[config.mk]
export PLATFORM = sky130hd
export DESIGN_NAME = clock_crossing_slave_arbiter
export DESIGN_NICKNAME = d
export VERILOG_FILES = /design/src/rtl/clock_crossing_arb_pkg.sv /design/src/rtl/clock_crossing_arb_id_fifo.sv /design/src/rtl/clock_crossing_slave_arbiter.sv
export SDC_FILE = /design/constraint.sdc
export NUM_CORES = 1
export LEC_CHECK = 0
export BUFFER_PORTS_ARGS = -buffer_cell sky130_fd_sc_hd__buf_2
export CORE_ASPECT_RATIO = 0.6
export CORE_MARGIN = 3
export CORE_UTILIZATION = 30
export DETAILED_ROUTE_END_ITERATION = 12
export GPL_TIMING_DRIVEN = 0
export HOLD_SLACK_MARGIN = 0.1
export SYNTH_ARGS = -nofsm -noshare
export SYNTH_HDL_FRONTEND = slang
export SYNTH_SLANG_ARGS = --single-unit
export TNS_END_PERCENT = 20
[constraint.sdc]
create_clock -name slave_clk -period 5.09 [get_ports slave_clk]
set_input_delay 0.2545 -clock slave_clk [delete_from_list [all_inputs] [get_ports slave_clk]]
set_output_delay 0.2545 -clock slave_clk [all_outputs]
set_load 0.02 [all_outputs]
[src/rtl/clock_crossing_arb_pkg.sv]
// ---------------------------------------------------------------------------
// clock_crossing_arb_pkg
//   Shared constants and helpers for the slave-side arbiter of the io
//   clock-crossing bridge.
//   MAX_REQ : largest number of requesters the arbiter supports
//   ID_W    : width of a requester index. It is sized for MAX_REQ so that one
//             index type serves every legal NUM_REQ.
//   rrPick  : round-robin pick of the first active request at or after a
//             pointer, wrapping at numReq.
// ---------------------------------------------------------------------------
package clock_crossing_arb_pkg;

    localparam int MAX_REQ = 8;
    localparam int ID_W    = $clog2(MAX_REQ);

    // Walks the requesters in order, starting at ptr and wrapping at numReq.
    // It returns the first one that is asserting a request. When nothing is
    // requesting, it returns ptr; the caller qualifies the result with the
    // request bit of the chosen requester.
    function automatic logic [ID_W-1:0] rrPick(input logic [MAX_REQ-1:0] request,
                                               input logic [ID_W-1:0]    ptr,
                                               input int                 numReq);
        logic [ID_W-1:0] pick;
        logic            found;
        int              idx;
        pick  = ptr;
        found = 1'b0;
        for (int i = 0; i < MAX_REQ; i++) begin
            if (i < numReq) begin
                idx = int'(ptr) + i;
                if (idx >= numReq) begin
                    idx = idx - numReq;
                end
                if (!found && request[idx]) begin
                    pick  = ID_W'(idx);
                    found = 1'b1;
                end
            end
        end
        return pick;
    endfunction

endpackage

[src/rtl/clock_crossing_arb_id_fifo.sv]
// ---------------------------------------------------------------------------
// clock_crossing_arb_id_fifo
//   Synchronous in-order FIFO holding the requester index of every read that
//   is still outstanding at the bridge. The head entry names the requester
//   that owns the next bridge read response.
// Ports
//   slave_clk, slave_reset_n : bridge slave clock, async active-low reset
//   push_i, pushId_i         : enqueue the index of an accepted read
//   pop_i                    : dequeue the head (response delivered)
//   headId_o                 : oldest outstanding requester index
//   count_o                  : number of entries held (0..DEPTH)
//   empty_o                  : no entries held
// The caller must not push while full or pop while empty.
// ---------------------------------------------------------------------------
module clock_crossing_arb_id_fifo
    import clock_crossing_arb_pkg::*;
#(
    parameter int WIDTH = ID_W,
    parameter int DEPTH = 64
) (
    input  logic             slave_clk,
    input  logic             slave_reset_n,
    input  logic             push_i,
    input  logic [WIDTH-1:0] pushId_i,
    input  logic             pop_i,
    output logic [WIDTH-1:0] headId_o,
    output logic [$clog2(DEPTH):0] count_o,
    output logic             empty_o
);

    localparam int AW = $clog2(DEPTH);

    logic [WIDTH-1:0] mem [DEPTH];
    logic [AW-1:0]    wrPtr_q, wrPtr_d;
    logic [AW-1:0]    rdPtr_q, rdPtr_d;
    logic [AW:0]      count_q, count_d;

    // DEPTH is a power of two, so the pointers wrap by natural overflow.
    // When a push and a pop happen in the same cycle, the count does not change.
    always_comb begin
        wrPtr_d = wrPtr_q;
        rdPtr_d = rdPtr_q;
        count_d = count_q;
        if (push_i) begin
            wrPtr_d = wrPtr_q + 1'b1;
        end
        if (pop_i) begin
            rdPtr_d = rdPtr_q + 1'b1;
        end
        case ({push_i, pop_i})
            2'b10:   count_d = count_q + 1'b1;
            2'b01:   count_d = count_q - 1'b1;
            default: count_d = count_q;
        endcase
    end

    always_ff @(posedge slave_clk or negedge slave_reset_n) begin
        if (!slave_reset_n) begin
            wrPtr_q <= '0;
            rdPtr_q <= '0;
            count_q <= '0;
        end else begin
            wrPtr_q <= wrPtr_d;
            rdPtr_q <= rdPtr_d;
            count_q <= count_d;
        end
    end

    // The storage has no reset. An entry is read only after it has been written.
    always_ff @(posedge slave_clk) begin
        if (push_i) begin
            mem[wrPtr_q] <= pushId_i;
        end
    end

    assign headId_o = mem[rdPtr_q];
    assign count_o  = count_q;
    assign empty_o  = (count_q == '0);

endmodule

[src/rtl/clock_crossing_slave_arbiter.sv]
// ---------------------------------------------------------------------------
// clock_crossing_slave_arbiter
//   Shares the slave port (s1) of the io clock-crossing bridge between
//   NUM_REQ pipelined Avalon-MM requesters in the slave_clk domain.
//   - Round-robin grant per transfer. A grant that the bridge stalls is
//     locked until the bridge accepts it.
//   - Reads are issued only while fewer than MAX_PENDING are outstanding.
//   - An in-order ID FIFO steers each bridge read response to the requester
//     that issued the read, one cycle after the bridge delivers it.
// Ports
//   req_*     : packed per-requester Avalon-MM master side (requester i at
//               slice i). waitrequest is per requester. readdata and
//               endofpacket are broadcast, and readdatavalid is one-hot.
//   bridge_*  : Avalon-MM master toward bridge s1
//   pending_count : reads issued to the bridge and not yet answered
//   rsp_underflow : sticky; a response arrived with nothing outstanding
// ---------------------------------------------------------------------------
module clock_crossing_slave_arbiter
    import clock_crossing_arb_pkg::*;
#(
    parameter int NUM_REQ     = 2,
    parameter int ADDR_W      = 5,
    parameter int DATA_W      = 32,
    parameter int BE_W        = 4,
    parameter int MAX_PENDING = 64
) (
    input  logic                      slave_clk,
    input  logic                      slave_reset_n,
    input  logic [NUM_REQ*ADDR_W-1:0] req_address,
    input  logic [NUM_REQ*ADDR_W-1:0] req_nativeaddress,
    input  logic [NUM_REQ*BE_W-1:0]   req_byteenable,
    input  logic [NUM_REQ*DATA_W-1:0] req_writedata,
    input  logic [NUM_REQ-1:0]        req_read,
    input  logic [NUM_REQ-1:0]        req_write,
    output logic [NUM_REQ-1:0]        req_waitrequest,
    output logic [DATA_W-1:0]         req_readdata,
    output logic [NUM_REQ-1:0]        req_readdatavalid,
    output logic                      req_endofpacket,
    output logic [ADDR_W-1:0]         bridge_address,
    output logic [ADDR_W-1:0]         bridge_nativeaddress,
    output logic [BE_W-1:0]           bridge_byteenable,
    output logic [DATA_W-1:0]         bridge_writedata,
    output logic                      bridge_read,
    output logic                      bridge_write,
    input  logic                      bridge_waitrequest,
    input  logic [DATA_W-1:0]         bridge_readdata,
    input  logic                      bridge_readdatavalid,
    input  logic                      bridge_endofpacket,
    output logic [$clog2(MAX_PENDING):0] pending_count,
    output logic                      rsp_underflow
);

    localparam int CNT_W = $clog2(MAX_PENDING) + 1;

    logic [MAX_REQ-1:0] readVec, writeVec, requestVec;
    logic [ID_W-1:0]    rrPtr_q, rrPtr_d;
    logic [ID_W-1:0]    lockId_q, lockId_d;
    logic               locked_q, locked_d;
    logic [ID_W-1:0]    grant;
    logic               grantRead, grantWrite;
    logic               readBlocked, issue, accept;

    logic [ID_W-1:0]    headId;
    logic [CNT_W-1:0]   fifoCount;
    logic               fifoEmpty, fifoPush, fifoPop;

    logic [NUM_REQ-1:0] rspValid_q, rspValid_d;
    logic [DATA_W-1:0]  rspData_q, rspData_d;
    logic               rspEop_q, rspEop_d;
    logic               underflow_q, underflow_d;

    // The strobes are widened to MAX_REQ bits. An ID_W-wide grant can then
    // index them without range problems for any NUM_REQ.
    always_comb begin
        readVec  = '0;
        writeVec = '0;
        for (int i = 0; i < NUM_REQ; i++) begin
            readVec[i]  = req_read[i];
            writeVec[i] = req_write[i];
        end
        requestVec = readVec | writeVec;
    end

    // Grant selection and issue. A locked grant ignores other requesters
    // until the bridge takes it. When both strobes are set, the write is issued.
    // A read is held back while the ID FIFO is full. A response popping in
    // the same cycle does not free a slot until the next cycle.
    always_comb begin
        grant       = locked_q ? lockId_q : rrPick(requestVec, rrPtr_q, NUM_REQ);
        grantWrite  = writeVec[grant];
        grantRead   = readVec[grant] & ~writeVec[grant];
        readBlocked = (fifoCount == CNT_W'(MAX_PENDING));
        issue       = grantWrite | (grantRead & ~readBlocked);
        accept      = issue & ~bridge_waitrequest;
    end

    // Combinational mux of the granted requester onto bridge s1.
    always_comb begin
        bridge_address       = req_address[0 +: ADDR_W];
        bridge_nativeaddress = req_nativeaddress[0 +: ADDR_W];
        bridge_byteenable    = req_byteenable[0 +: BE_W];
        bridge_writedata     = req_writedata[0 +: DATA_W];
        req_waitrequest      = '1;
        for (int i = 0; i < NUM_REQ; i++) begin
            if (grant == ID_W'(i)) begin
                bridge_address       = req_address[i*ADDR_W +: ADDR_W];
                bridge_nativeaddress = req_nativeaddress[i*ADDR_W +: ADDR_W];
                bridge_byteenable    = req_byteenable[i*BE_W +: BE_W];
                bridge_writedata     = req_writedata[i*DATA_W +: DATA_W];
                req_waitrequest[i]   = ~accept;
            end
        end
        bridge_write = grantWrite;
        bridge_read  = grantRead & ~readBlocked;
    end

    // Round-robin pointer and lock update. An accepted transfer moves
    // priority past the winner. A stalled transfer pins the grant.
    always_comb begin
        rrPtr_d  = rrPtr_q;
        locked_d = locked_q;
        lockId_d = lockId_q;
        if (accept) begin
            rrPtr_d  = (grant == ID_W'(NUM_REQ - 1)) ? '0 : grant + 1'b1;
            locked_d = 1'b0;
        end else if (issue) begin
            locked_d = 1'b1;
            lockId_d = grant;
        end
    end

    always_ff @(posedge slave_clk or negedge slave_reset_n) begin
        if (!slave_reset_n) begin
            rrPtr_q  <= '0;
            locked_q <= 1'b0;
            lockId_q <= '0;
        end else begin
            rrPtr_q  <= rrPtr_d;
            locked_q <= locked_d;
            lockId_q <= lockId_d;
        end
    end

    assign fifoPush = accept & grantRead;
    assign fifoPop  = bridge_readdatavalid & ~fifoEmpty;

    clock_crossing_arb_id_fifo #(
        .WIDTH (ID_W),
        .DEPTH (MAX_PENDING)
    ) idFifo (
        .slave_clk     (slave_clk),
        .slave_reset_n (slave_reset_n),
        .push_i        (fifoPush),
        .pushId_i      (grant),
        .pop_i         (fifoPop),
        .headId_o      (headId),
        .count_o       (fifoCount),
        .empty_o       (fifoEmpty)
    );

    // Response steering. A response with no outstanding read produces no
    // strobe and does not pop the FIFO. It does set the sticky underflow flag.
    always_comb begin
        rspValid_d  = '0;
        rspData_d   = rspData_q;
        rspEop_d    = rspEop_q;
        underflow_d = underflow_q | (bridge_readdatavalid & fifoEmpty);
        if (bridge_readdatavalid) begin
            rspData_d = bridge_readdata;
            rspEop_d  = bridge_endofpacket;
        end
        for (int i = 0; i < NUM_REQ; i++) begin
            if (fifoPop && headId == ID_W'(i)) begin
                rspValid_d[i] = 1'b1;
            end
        end
    end

    always_ff @(posedge slave_clk or negedge slave_reset_n) begin
        if (!slave_reset_n) begin
            rspValid_q  <= '0;
            rspData_q   <= '0;
            rspEop_q    <= 1'b0;
            underflow_q <= 1'b0;
        end else begin
            rspValid_q  <= rspValid_d;
            rspData_q   <= rspData_d;
            rspEop_q    <= rspEop_d;
            underflow_q <= underflow_d;
        end
    end

    assign req_readdatavalid = rspValid_q;
    assign req_readdata      = rspData_q;
    assign req_endofpacket   = rspEop_q;
    assign pending_count     = fifoCount;
    assign rsp_underflow     = underflow_q;

endmodule
-- Word-level counts from Yosys, hierarchy flattened
Memory sizes are Yosys's and may differ from the RTL's.
Index checks and enable logic that the tools add are counted.
- bits in registers: 62
- bits in latches: 0
- memory bits (writable): 192
- memory bits (read-only): 0
- input port bits: 133
- output and inout bits: 93
- logic and storage cells: 83
- memories kept: 1
- memory list (memory ; depth ; bits a word ; rd ports ; clocked after Yosys merged registers in ; write ports ; line ; source):
    idFifo.mem ; 64 ; 3 ; 1 ; 0 ; 1 ; clock_crossing_arb_id_fifo.sv:33 ; logic [WIDTH-1:0] mem [DEPTH];
- $add $sub $neg: 8
- multiply operators: 0
- div/mod/pow operators: 0
- $lt $le $gt $ge: 5
- eq/ne operators: 5
- shift-type cells: 0
- muxes and demuxes: 30
- bitwise operators: 14
- reduce and logical (&&, ||, !) cells: 10
- operators with widths (operator ; number):
    $mux 32 ; 3
    $lt 32x5->1 const B ; 2
    $mux 1 ; 15
    $pmux 7 s2 ; 1
    $add 6x1->6 const B ; 2
    $bmux 1 s3 ; 4
    $mux 3 ; 4
    $mux 5 ; 2
    $add 7x1->7 const B ; 1
    $eq 7x7->1 const B ; 1
    $logic_not 7->1 ; 1
    $sub 7x1->7 const B ; 1
    $and 1x1->1 ; 6
    $eq 3x1->1 const B ; 2
    $logic_not 3->1 ; 2
    $not 1->1 ; 5
    $sub 4x2->5 const B ; 1
    $add 3x1->4 const B ; 1
    $ge 4x2->1 const B ; 1
    $lt 3x4->1 const B ; 1
    $mux 4 ; 1
    $reduce_bool 2->1 ; 2
    $sub 3x2->4 const B ; 1
    $add 3x1->3 const B ; 1
    other kinds (8) ; 11

-- Longest topological paths before layout
Gate-level depths: netlist of the first run.
- depth after elaboration: 20
- mapped depth: 22
- depth with buffers taken out: 20

-- Modules after synthesis
From an unflattened synthesis of the first run, not the netlist that was laid out.
- cells, all modules: 754
- area total of the unflattened synthesis: 11417.2 um2
- modules (own cells, without submodules) (module ; instances ; cells an instance ; area each (um2) ; seq. area each (um2)):
    clock_crossing_arb_id_fifo ; 1 ; 549 ; 8881.0 ; 6241.0
    clock_crossing_slave_arbiter ; 1 ; 205 ; 2536.2 ; 1076.0

-- Least setup slack after synthesis of the first run
Ideal clock, no wire load.
- path kind: reg2reg
- start: register rrPtr_q[0]
- end: register idFifo.count_q[6], in the netlist idFifo.count_o[6]
- setup time: 0.132 ns
- arrival time: 4.454 ns
- data required time: 4.958 ns
- path slack: 0.503 ns
- cell stages (with the launch flop): 23
- path buffers: 3
- period minus slack after synthesis: 4.587 ns
- cell sequence: dfrtp_1 clkbuf_1 inv_1 ha_1 ha_1 a21bo_2 nor4b_2 o221ai_1 a221o_1 and4_4 buf_6 nor2_1 inv_1 ha_1 clkbuf_1 xor2_1 ha_1 a31oi_1 o22ai_1 and3_1 o21ai_0 a21oi_1 xor2_1
- cells in the longest elaborated chain, start to end: 20
- elaborated cells between the ends (all ways): 33
- those cells by class: 3 x add/sub; 2 x order compare; 2 x eq/ne; 17 x mux; 6 x bitwise; 3 x reduce/logical
- ends and longest elaborated chain (element ; line ; source):
    start: declaration ; clock_crossing_slave_arbiter.sv:56 ; logic [ID_W-1:0] rrPtr_q, rrPtr_d;
    start signal: assignment ; clock_crossing_slave_arbiter.sv:138 ; rrPtr_q <= rrPtr_d;
    branches (longest 8 deep; another with $sub 4x2->5) ; -- ;
    $mux 3 (*) ; clock_crossing_arb_pkg.sv:34 ; if (!found && request[idx]) begin
    $mux 3 (*) ; clock_crossing_slave_arbiter.sv:89 ; grant = locked_q ? lockId_q : rrPick(requestVec, rrPtr_q, NUM_REQ);
    $bmux 1 s3 ; clock_crossing_slave_arbiter.sv:90, clock_crossing_slave_arbiter.sv:91 ;
    $mux 1 (implied by the code) ; clock_crossing_slave_arbiter.sv:90, clock_crossing_slave_arbiter.sv:91 ;
    $not 1->1 ; clock_crossing_slave_arbiter.sv:91 ; grantRead = readVec[grant] & ~writeVec[grant];
    $and 1x1->1 ; clock_crossing_slave_arbiter.sv:91 ;
    $and 1x1->1 ; clock_crossing_slave_arbiter.sv:93 ; issue = grantWrite | (grantRead & ~readBlocked);
    $or 1x1->1 ; clock_crossing_slave_arbiter.sv:93 ;
    $and 1x1->1 ; clock_crossing_slave_arbiter.sv:94 ; accept = issue & ~bridge_waitrequest;
    $and 1x1->1 (*) ; clock_crossing_slave_arbiter.sv:144 ; assign fifoPush = accept & grantRead;
    $eq 2x1->1 or $eq 2x2->1 (tied branches) ; clock_crossing_arb_id_fifo.sv:50 ; case ({push_i, pop_i})
    $pmux 7 s2 or $reduce_bool 2->1 (tied branches) ; -- ;
    end signal: assignment ; clock_crossing_arb_id_fifo.sv:65 ; count_q <= count_d;
    end: declaration ; clock_crossing_arb_id_fifo.sv:36 ; logic [AW:0] count_q, count_d;
Every way passes the cells marked *. The select of a mux whose other input is x is not followed.
A chain may end at the register's enable or synchronous reset.

-- Worst setup path after layout of the first run
Ends and elaborated chain as after synthesis.

==> results of run 1 <==
==> layer usage <==
metal | track usage | up-vias | routed length, um
li1 | - | 3526 | -
met1 | 0.2137 | 3769 | 13700
met2 | 0.2011 | 314 | 12600
met3 | 0.03493 | 36 | 2553
met4 | 0.02561 | 2 | 439
met5 | 0 | - | 13
==> per-stage QoR <==
| step | total power [mW] | cells |
|---|---|---|
| 2_1_floorplan | 4.772 | 775 |
| 3_3_place_gp | 5.780 | 1502 |
| 3_5_place_dp | 5.853 | 1505 |
| 4_1_cts | 7.593 | 1581 |
| 5_1_grt | 7.928 | 1580 |
| 6_report | 7.558 | 1580 |
==> final cells by class <==
cell class	instances	area (um2)	area share
Buffer	51	229.0	0.01605
Clock buffer	32	639.4	0.04483
Clock inverter	9	92.59	0.006492
Inverter	12	45.04	0.003158
Multi-Input combinational cell	457	3774	0.2646
Sequential cell	254	7318	0.5131
Tap cell	504	630.6	0.04421
Timing Repair Buffer	261	1534	0.1076
==> power groups by stage <==
stage	clock, mW	sequential (mW)	combinational (mW)
after detailed placement	0	2.65	3.20
after global placement	0	2.66	3.12
after global routing	1.83	2.63	3.47
after CTS	1.75	2.61	3.23
after floorplan	0	2.71	2.06
final	1.72	2.61	3.23
==> critical path, cell delays in order, from the launching register on <==
cell      delay (ns)
dfrtp_2         0.44
buf_2           0.22
inv_1           0.11
ha_1            0.39
ha_1            0.18
a21bo_2         0.25
nor4b_2         0.33
o221ai_1        0.18
a221o_1         0.39
and4_4          0.19
buf_6           0.14
nor2_2          0.19
inv_1           0.09
ha_2            0.25
xor2_1          0.16
ha_1            0.22
a31oi_1         0.21
o22ai_2         0.14
and3_1          0.19
o21ai_0         0.15
a21oi_1         0.10
xor2_1          0.16
==> state kept, by name, summed over array words and instances, names as in the netlist <==
name,flops
idFifo.count_o,7
idFifo.mem,192
idFifo.rdPtr_q,6
idFifo.wrPtr_q,6
lockId_q,3
locked_q,1
req_endofpacket,1
req_readdata,32
req_readdatavalid,2
rrPtr_q,3
rsp_underflow,1
==> logic make-up after synthesis <==
family                   Yosys count  synth area share
adder cells (fa/ha/maj)           11           0.01212
AO/OA/AOI/OAI                     80           0.04541
multiplexers                     116            0.1456
buffers and inverters             64           0.02435
AND/OR/NAND/NOR                  228            0.1111
XOR/XNOR                          22           0.01697
flip-flops                       254            0.6445
==> synth_stat cells (all sizes together) (2+ instances only) <==
master and n:
edfxtp 192, nor3 100, mux2 83, dfrtp 62, nor2 62, a21oi 40, mux4 31, clkbuf 30
buf 22, nand2 21, xor2 14, inv 12, ha 11, o21ai 8, xnor2 8, nand3 7
nand3b 5, nor2b 5, nand2b 4, o22ai 4, a22o 3, and3 3, nand4 3, nor3b 3
a211o 2, a221o 2, a31oi 2, and4 2, mux2i 2, nand4b 2, o2111ai 2, o21a 2
o21bai 2, o221a 2, or2 2, or3 2, or3b 2, or4b 2
==> timing repair <==
action / CTS / global route
pin swaps: 1 / 0
hold buffers: 34 / 0
resized for setup: 2 / 4
endpoints found under the hold margin: 95 / 0
buffers inserted: 1 / 0
endpoints found under the setup margin: 3 / 4
==> worst paths after layout <==
path	startpoint	to	slack, ns	cells past startpoint
max	rrPtr_q[0]$_DFFE_PN0N_	idFifo.count_o[6]$_DFFE_PN0P_	0.27	21
min	bridge_readdatavalid	req_readdata[31]$_DFFE_PN0P_	0.25	2
max reg2reg	rrPtr_q[0]$_DFFE_PN0N_	idFifo.count_o[6]$_DFFE_PN0P_	0.27	21
min reg2reg	rsp_underflow$_DFF_PN0_	rsp_underflow$_DFF_PN0_	0.46	1
max in group asynchronous	slave_reset_n	rrPtr_q[0]$_DFFE_PN0N_	4.09	2
min in group asynchronous	slave_reset_n	req_readdata[24]$_DFFE_PN0P_	0.41	2
==> results.yml, run 1 <==
global_routing:
  grt_first_pass_wirelength_um: 44110
  first_global_vias: 7423
  antenna_violations_before_repair: 2
  groute.usage.overall: 0.1399
  grt_max_degree: 63
  gr-total-overflow: 0
power_and_ir_drop:
  power-per-cell-area_nw_per_um2: 529.9
  internal_power_mw: 4.724
  share_comb_of_total_power: 0.427
  static-leakage-power_nw: 5.332
  power.switching_fraction: 0.3750
  clock_power_share: 0.227
  p_sw_mw: 2.834
  seq_power_share: 0.346
  ir_worst_vdd_mv: 0.2691
worst_setup_path:
  worst_setup_path_end_kind: "register"
  crit_path_max_fanout: 10
  cp_data_required_time_ns: 5.47
  critPathArrivalTime_ns: 5.20
  critPathKind: "register to register"
  cp_startpoint_kind: "register"
routing:
  ant_nets: 0
  postRouteWirelength_um: 29300
  route.vias.total: 7647
  drtIter0Drc: 676
  viasPerCell: 4.840
  drc: 0
  drtPass1Iterations: 6
  route.detailed.wl_per_inst_um: 18.55
sta:
  slew_violations: 0
  relSlewSlack: 0.1647
  clock_skew_ns: 0.01638
  final.setup.tns_ns: 0
  post-route-min-period_ns: 4.820
  report.final.hold_viol_count: 0
  holdWs_ns: 0.2512
  final-setup-viol-count: 0
  setup_slack_ns: 0.2700
  final_min_period_over_clock_period: 0.9470
  maxClockFrequency_ghz: 0.2075
  worst_slew_pin_slew_ns: 1.252
synthesis:
  post_synth_main_area_contributors: "edfxtp_1 51%, dfrtp_1 14%, mux2_2 8.2%"
  syn_area_um2: 11350
  synth-warning-count: 0
  postSynthNetCount: 919
  synth_top_area_frac: 0.5078
  async_flop_share: 0.2441
  synth_edf_count: 192
  synthesis.instances: 775
  synth_top_area_cell: "edfxtp_1"
  postSynthAreaPerCell_um2: 14.65
  synth_seq_cells: 254
  yosys_most_used_dff: "edfxtp_1"
  synth_cell_types: 59
  synth_sequential_area_ratio: 0.6445
layout:
  final_nets: 1204
  insertedDiodeCount: 0
  syn_to_final_growth_pct: 25.62
  utilization_after_layout: 0.3873
  most_used_cells_in_the_layout_excluding_fill_and_tap_cells: "228 x buf_2, 192 x edfxtp_1, 83 x mux2_2"
  fillers: 3505
  mostFrequentLayoutCell: "buf_2"
  finish.instance_area_um2: 14260
  drive_gt1_frac: 0.3968
floorplan:
  die_area_um2: 40290
  design.portCount: 226
  dieHeight_um: 156.7
  area_of_the_core_region_um2: 36820
  die_x_um: 257.1
  start_util: 0.3083
  num_rows: 54
clock_tree:
  numClockSinks: 254
  htree_num_levels: 1
  cts_made_buffers: 23
  clock_insertion_delay_worst_skew_ns: 0.51
  cts.path.max_buffers: 3
  clk_pin_slew_ns: 0.07
  cts_tree: "yes"
  cts_root_buf: "clkbuf_16"
run_status:
  outcome: "completed"
place:
  count_of_input_and_output_buffers: 223
  dp_slack_ns: -0.2604
  globalplace.congestion: 0.7621
  place_area_um2: 13170
  dp_hpwl_um: 20520
flow_run:
  drv.max_cap_violation_count: 0
worst_hold_path:
  holdCritPathClass: "primary input to register"
Note: power is estimated with default switching activity, not from simulation.
==> run 2, diff against run 1 <==
==> constraint.sdc (replaced) <==
create_clock -name slave_clk -period 4.9 [get_ports slave_clk]
set_input_delay 0.245 -clock slave_clk [delete_from_list [all_inputs] [get_ports slave_clk]]
set_output_delay 0.245 -clock slave_clk [all_outputs]
set_load 0.02 [all_outputs]
==> results.yml, run 2 (synthesized netlist as in run 1, its figures left out) <==
routing:
  viasPerCell: 4.811
  drtIter0Drc: 608
  drtPass1Iterations: 5
  drc: 0
  postRouteWirelength_um: 29430
  routed.top_layer: "met5"
  routedLengthMet1_um: 13680
  route.vias.total: 7616
  ant_nets: 0
  wl_met2_um: 12640
  route.detailed.wl_per_inst_um: 18.59
  met3_wirelength_um: 2660
place:
  dp_hpwl_um: 20520
  globalplace.congestion: 0.7621
  placedCellCount: 1505
  count_of_input_and_output_buffers: 223
layout:
  syn_to_final_growth_pct: 26.11
  regMostFlops: "idFifo.mem"
  insertedDiodeCount: 0
  drive_gt1_frac: 0.4013
  final_nets: 1207
  most_used_cells_in_the_layout_excluding_fill_and_tap_cells: "227 x buf_2, 192 x edfxtp_1, 83 x mux2_2"
  largest_register_ffs: 192
  utilization_after_layout: 0.3888
  fin_cells: 1583
  mostFrequentLayoutCell: "buf_2"
sta:
  final-setup-viol-count: 0
  clock_skew_ns: 0.01866
  worst_slew_pin_slew_ns: 1.260
  relSlewSlack: 0.1589
  final_min_period_over_clock_period: 0.9446
  grt_setup_unrepaired: "false"
  maxClockFrequency_ghz: 0.2161
  slew_violations: 0
  report.final.hold_viol_count: 0
  holdWs_ns: 0.2401
  post-route-min-period_ns: 4.628
global_routing:
  groute.usage.overall: 0.1401
  gr-total-overflow: 0
  antenna_violations_before_repair: 2
  grt_max_degree: 63
  first_global_vias: 7456
  grt_first_pass_wirelength_um: 44220
worst_setup_path:
  critPathKind: "register to register"
  critPathArrivalTime_ns: 5.01
  crit_path_max_fanout: 10
  cp_data_required_time_ns: 5.29
  cp_startpoint_kind: "register"
  worst_setup_path_end_kind: "register"
floorplan:
  dieHeight_um: 156.7
  die_area_um2: 40290
  start_util: 0.3083
  design.portCount: 226
  area_of_the_core_region_um2: 36820
  die_x_um: 257.1
  num_rows: 54
clock_tree:
  cts_root_buf: "clkbuf_16"
  numClockSinks: 254
  cts.path.max_buffers: 3
  htree_num_levels: 1
  clock_insertion_delay_worst_skew_ns: 0.51
  cts_tree: "yes"
  cts_made_buffers: 23
  clk_pin_slew_ns: 0.07
power_and_ir_drop:
  ir_worst_vdd_mv: 0.2796
  static-leakage-power_nw: 5.348
  finalPower_mw: 7.882
  power-per-cell-area_nw_per_um2: 550.5
worst_hold_path:
  holdCritPathClass: "primary input to register"
run_status:
  outcome: "completed"
flow_run:
  drv.max_cap_violation_count: 0
## run 2: cell types whose count changed in the layout (fill, tap and decap cells not counted), sizes merged
cell    delta
clkbuf     +1
buf        +2
## run 2: per-stage QoR
stage                     worst slack [ns]  setup TNS [ns]  instance area (um2)
final                               0.2715               0                14320
after global routing               0.01269               0                14320
after CTS                          0.03270               0                14280
after detailed placement           -0.4504         -0.9259                13170
after global placement             -0.3976          -23.69                13100
after floorplan                     0.3132               0                11350
## run 2: critical path, stage by stage (launching register included)
cell      delay (ns)
dfrtp_2         0.40
clkbuf_4        0.20
inv_1           0.12
ha_4            0.32
ha_1            0.15
a21bo_2         0.26
nor4b_4         0.30
o221ai_1        0.17
a221o_1         0.39
and4_4          0.19
buf_6           0.14
nor2_2          0.19
inv_1           0.09
ha_2            0.25
xor2_1          0.16
ha_1            0.22
a31oi_1         0.21
o22ai_2         0.14
and3_1          0.19
o21ai_0         0.15
a21oi_1         0.10
xor2_1          0.16
## run 2: worst paths after layout
path                                    startpoint                            end  slack [ns]  cells after the start
max in group asynchronous            slave_reset_n         rrPtr_q[1]$_DFFE_PN0N_        3.91                      2
min in group asynchronous            slave_reset_n  idFifo.rdPtr_q[2]$_DFFE_PN0P_        0.40                      2
max                         rrPtr_q[0]$_DFFE_PN0N_  idFifo.count_o[6]$_DFFE_PN0P_        0.27                     21
max reg2reg                 rrPtr_q[0]$_DFFE_PN0N_  idFifo.count_o[6]$_DFFE_PN0P_        0.27                     21
min                           bridge_readdatavalid   req_readdata[31]$_DFFE_PN0P_        0.24                      2
min reg2reg                rsp_underflow$_DFF_PN0_        rsp_underflow$_DFF_PN0_        0.46                      1
## run 2: power by group
part	internal, mW	switching (mW)
clock network	1.02	0.769
registers	2.58	0.125
logic	1.33	2.06
total	4.93	2.95
## run 2: cell type report
class,instances,area [um2]
Clock buffer,32,639.4
Multi-Input combinational cell,457,3802
Buffer,51,231.5
Clock inverter,9,92.59
Fill cell,3500,22510
Sequential cell,254,7320
Tap cell,504,630.6
Timing Repair Buffer,264,1556
Inverter,12,45.04
## run 2: timing repair
action                                  4_1_cts  5_1_grt
hold endpoints to repair                     95        0
endpoints found under the setup margin       36        4
resized for setup                             7        3
hold buffers                                 34        0
pin swaps                                     1        0
setup buffers                                 1        3
## run 2: metal layers
metal	GRT usage	vias up
li1	-	3527
met1	0.2138	3730
met2	0.2020	323
met3	0.03493	34
met4	0.02561	2
met5	0	-
==> run 3, diff against run 2 <==
--- a/config.mk
+++ b/config.mk
@@ -8,7 +8,7 @@
 export BUFFER_PORTS_ARGS = -buffer_cell sky130_fd_sc_hd__buf_2
 export CORE_ASPECT_RATIO = 0.6
 export CORE_MARGIN = 3
-export CORE_UTILIZATION = 30
+export CORE_UTILIZATION = 40
 export DETAILED_ROUTE_END_ITERATION = 12
 export GPL_TIMING_DRIVEN = 0
 export HOLD_SLACK_MARGIN = 0.1
==> results.yml, run 3 (synthesized netlist as in run 1, its figures left out) <==
worst_setup_path:
  crit-reg2reg-launch: "rrPtr_q[0]$_DFFE_PN0N_"
  worst_setup_path_end_kind: "register"
  crit_path_max_fanout: 10
  critPathArrivalTime_ns: 5.07
  regToRegEndpoint: "idFifo.count_o[6]$_DFFE_PN0P_"
  ff2ff_path_depth: 21
  r2r_slack_ns: 0.23
  cp_startpoint_kind: "register"
  critPathKind: "register to register"
  cp_data_required_time_ns: 5.31
sta:
  post-route-min-period_ns: 4.666
  final-setup-viol-count: 0
  maxClockFrequency_ghz: 0.2143
  holdWs_ns: 0.1913
  slew_violations: 0
  grt_setup_unrepaired: "true"
  final_min_period_over_clock_period: 0.9522
  report.final.hold_viol_count: 0
  clock_skew_ns: 0.01836
  worst_slew_pin_slew_ns: 1.188
  relSlewSlack: 0.2074
floorplan:
  die_area_um2: 30510
  start_util: 0.4090
  area_of_the_core_region_um2: 27760
  dieHeight_um: 136.5
  design.portCount: 226
  num_rows: 47
  die_x_um: 223.5
routing:
  postRouteWirelength_um: 30090
  route.vias.total: 7700
  route.detailed.wl_per_inst_um: 20.78
  drc: 0
  ant_nets: 0
  viasPerCell: 5.318
  drtPass1Iterations: 6
  drtIter0Drc: 709
layout:
  multiInputGateArea_um2: 3817
  largest_register_ffs: 192
  regMostFlops: "idFifo.mem"
  mostFrequentLayoutCell: "buf_2"
  syn_to_final_growth_pct: 25.55
  most_used_cells_in_the_layout_excluding_fill_and_tap_cells: "227 x buf_2, 192 x edfxtp_1, 83 x mux2_2"
  fillers: 2376
  final_nets: 1207
  fin_cells: 1448
  area.sequential_um2: 7320
  utilization_after_layout: 0.5135
  drive_gt1_frac: 0.4074
clock_tree:
  cts_root_buf: "clkbuf_16"
  clk_pin_slew_ns: 0.07
  cts.path.max_buffers: 3
  clock_insertion_delay_worst_skew_ns: 0.52
  cts_tree: "yes"
  cts_made_buffers: 24
  numClockSinks: 254
  htree_num_levels: 1
power_and_ir_drop:
  ir_worst_vdd_mv: 0.3448
  static-leakage-power_nw: 5.387
  internal_power_mw: 5.088
  power-per-cell-area_nw_per_um2: 568.3
  seq_power_share: 0.334
  clock_power_share: 0.245
  p_sw_mw: 3.012
  finalPower_mw: 8.100
  share_comb_of_total_power: 0.421
  power.switching_fraction: 0.3719
run_status:
  outcome: "completed"
flow_run:
  drv.max_cap_violation_count: 0
place:
  count_of_input_and_output_buffers: 223
  placedCellCount: 1368
  dp_hpwl_um: 21350
  globalplace.congestion: 0.8236
worst_hold_path:
  source_of_the_worst_hold_timing_path: "bridge_readdatavalid"
  holdCritPathClass: "primary input to register"
  worst_hold_path.num_cells: 2
  min_delay_worst_endpoint: "req_readdata[1]$_DFFE_PN0P_"
global_routing:
  grt_max_degree: 63
  groute.usage.overall: 0.1963
  antenna_violations_before_repair: 1
  gr-total-overflow: 0
  grt_first_pass_wirelength_um: 45610
  first_global_vias: 7508
run 3: layout make-up:
type | instances | share of cell area
antenna | 1 | 0.0001756
tap | 367 | 0.03222
inverter | 12 | 0.003160
clock buffer | 28 | 0.04389
timing repair buffer | 263 | 0.1081
buffer | 51 | 0.01624
sequential | 254 | 0.5135
multi-input combinational | 457 | 0.2678
clock inverter | 15 | 0.01483
run 3: how the worst max path moves through the flow:
stage / startpoint / to / slack (ns) / depth (start not counted)
6_report: rrPtr_q[0]$_DFFE_PN0N_ / idFifo.count_o[6]$_DFFE_PN0P_ / 0.23 / 21
3_3_place_gp: rrPtr_q[0]$_DFFE_PN0N_ / idFifo.count_o[6]$_DFFE_PN0P_ / -0.35 / 21
4_1_cts: rrPtr_q[1]$_DFFE_PN0N_ / req_waitrequest[0] / 0.03 / 13
5_1_grt: rrPtr_q[0]$_DFFE_PN0N_ / idFifo.count_o[6]$_DFFE_PN0P_ / -0.05 / 21
2_1_floorplan: rrPtr_q[0]$_DFFE_PN0N_ / idFifo.count_o[6]$_DFFE_PN0P_ / 0.31 / 22
3_5_place_dp: rrPtr_q[0]$_DFFE_PN0N_ / idFifo.count_o[6]$_DFFE_PN0P_ / -0.43 / 21
run 3: repair_timing:
action	CTS	global route
pin swaps	1	0
cloned	0	0
resized for setup	5	9
setup buffers	1	2
setup endpoints to repair	18	37
hold endpoints to repair	95	0
hold buffers	34	0
run 3: per-layer routing:
layer,part of all wire,global-route usage,vias up
met3,0.080,0.04159,37
met5,0,0,-
met4,0.021,0.05039,0
met1,0.46,0.2982,3768
li1,-,-,3539
met2,0.44,0.2882,356
run 3: worst max-delay path: stages, from the launching register on:
cell	delay (ns)
dfrtp_2	0.43
clkbuf_4	0.21
inv_1	0.09
ha_2	0.38
ha_1	0.16
a21bo_2	0.26
nor4b_4	0.32
o221ai_1	0.18
a221o_1	0.38
and4_4	0.19
buf_6	0.14
nor2_4	0.14
inv_1	0.10
ha_2	0.25
xor2_1	0.16
ha_1	0.23
a31oi_2	0.21
o22ai_2	0.14
and3_1	0.19
o21ai_0	0.15
a21oi_1	0.11
xor2_1	0.16
run 3: power groups by stage:
| stage | Sequential, mW | Combinational [mW] | Clock, mW |
|---|---|---|---|
| after global placement | 2.76 | 3.29 | 0 |
| final | 2.71 | 3.41 | 1.98 |
| after detailed placement | 2.75 | 3.34 | 0 |
| after global routing | 2.73 | 3.68 | 2.11 |
| after floorplan | 2.82 | 2.14 | 0 |
| after CTS | 2.71 | 3.38 | 2.01 |
run 3: through the flow:
stage	area, um2	worst slack, ns	TNS (ns)
finish	14250	0.2341	0
global route	14250	-0.05395	-0.09191
CTS	14190	0.02865	0
detailed placement	12990	-0.4295	-0.8811
global placement	12930	-0.3540	-24.07
floorplan	11350	0.3132	0
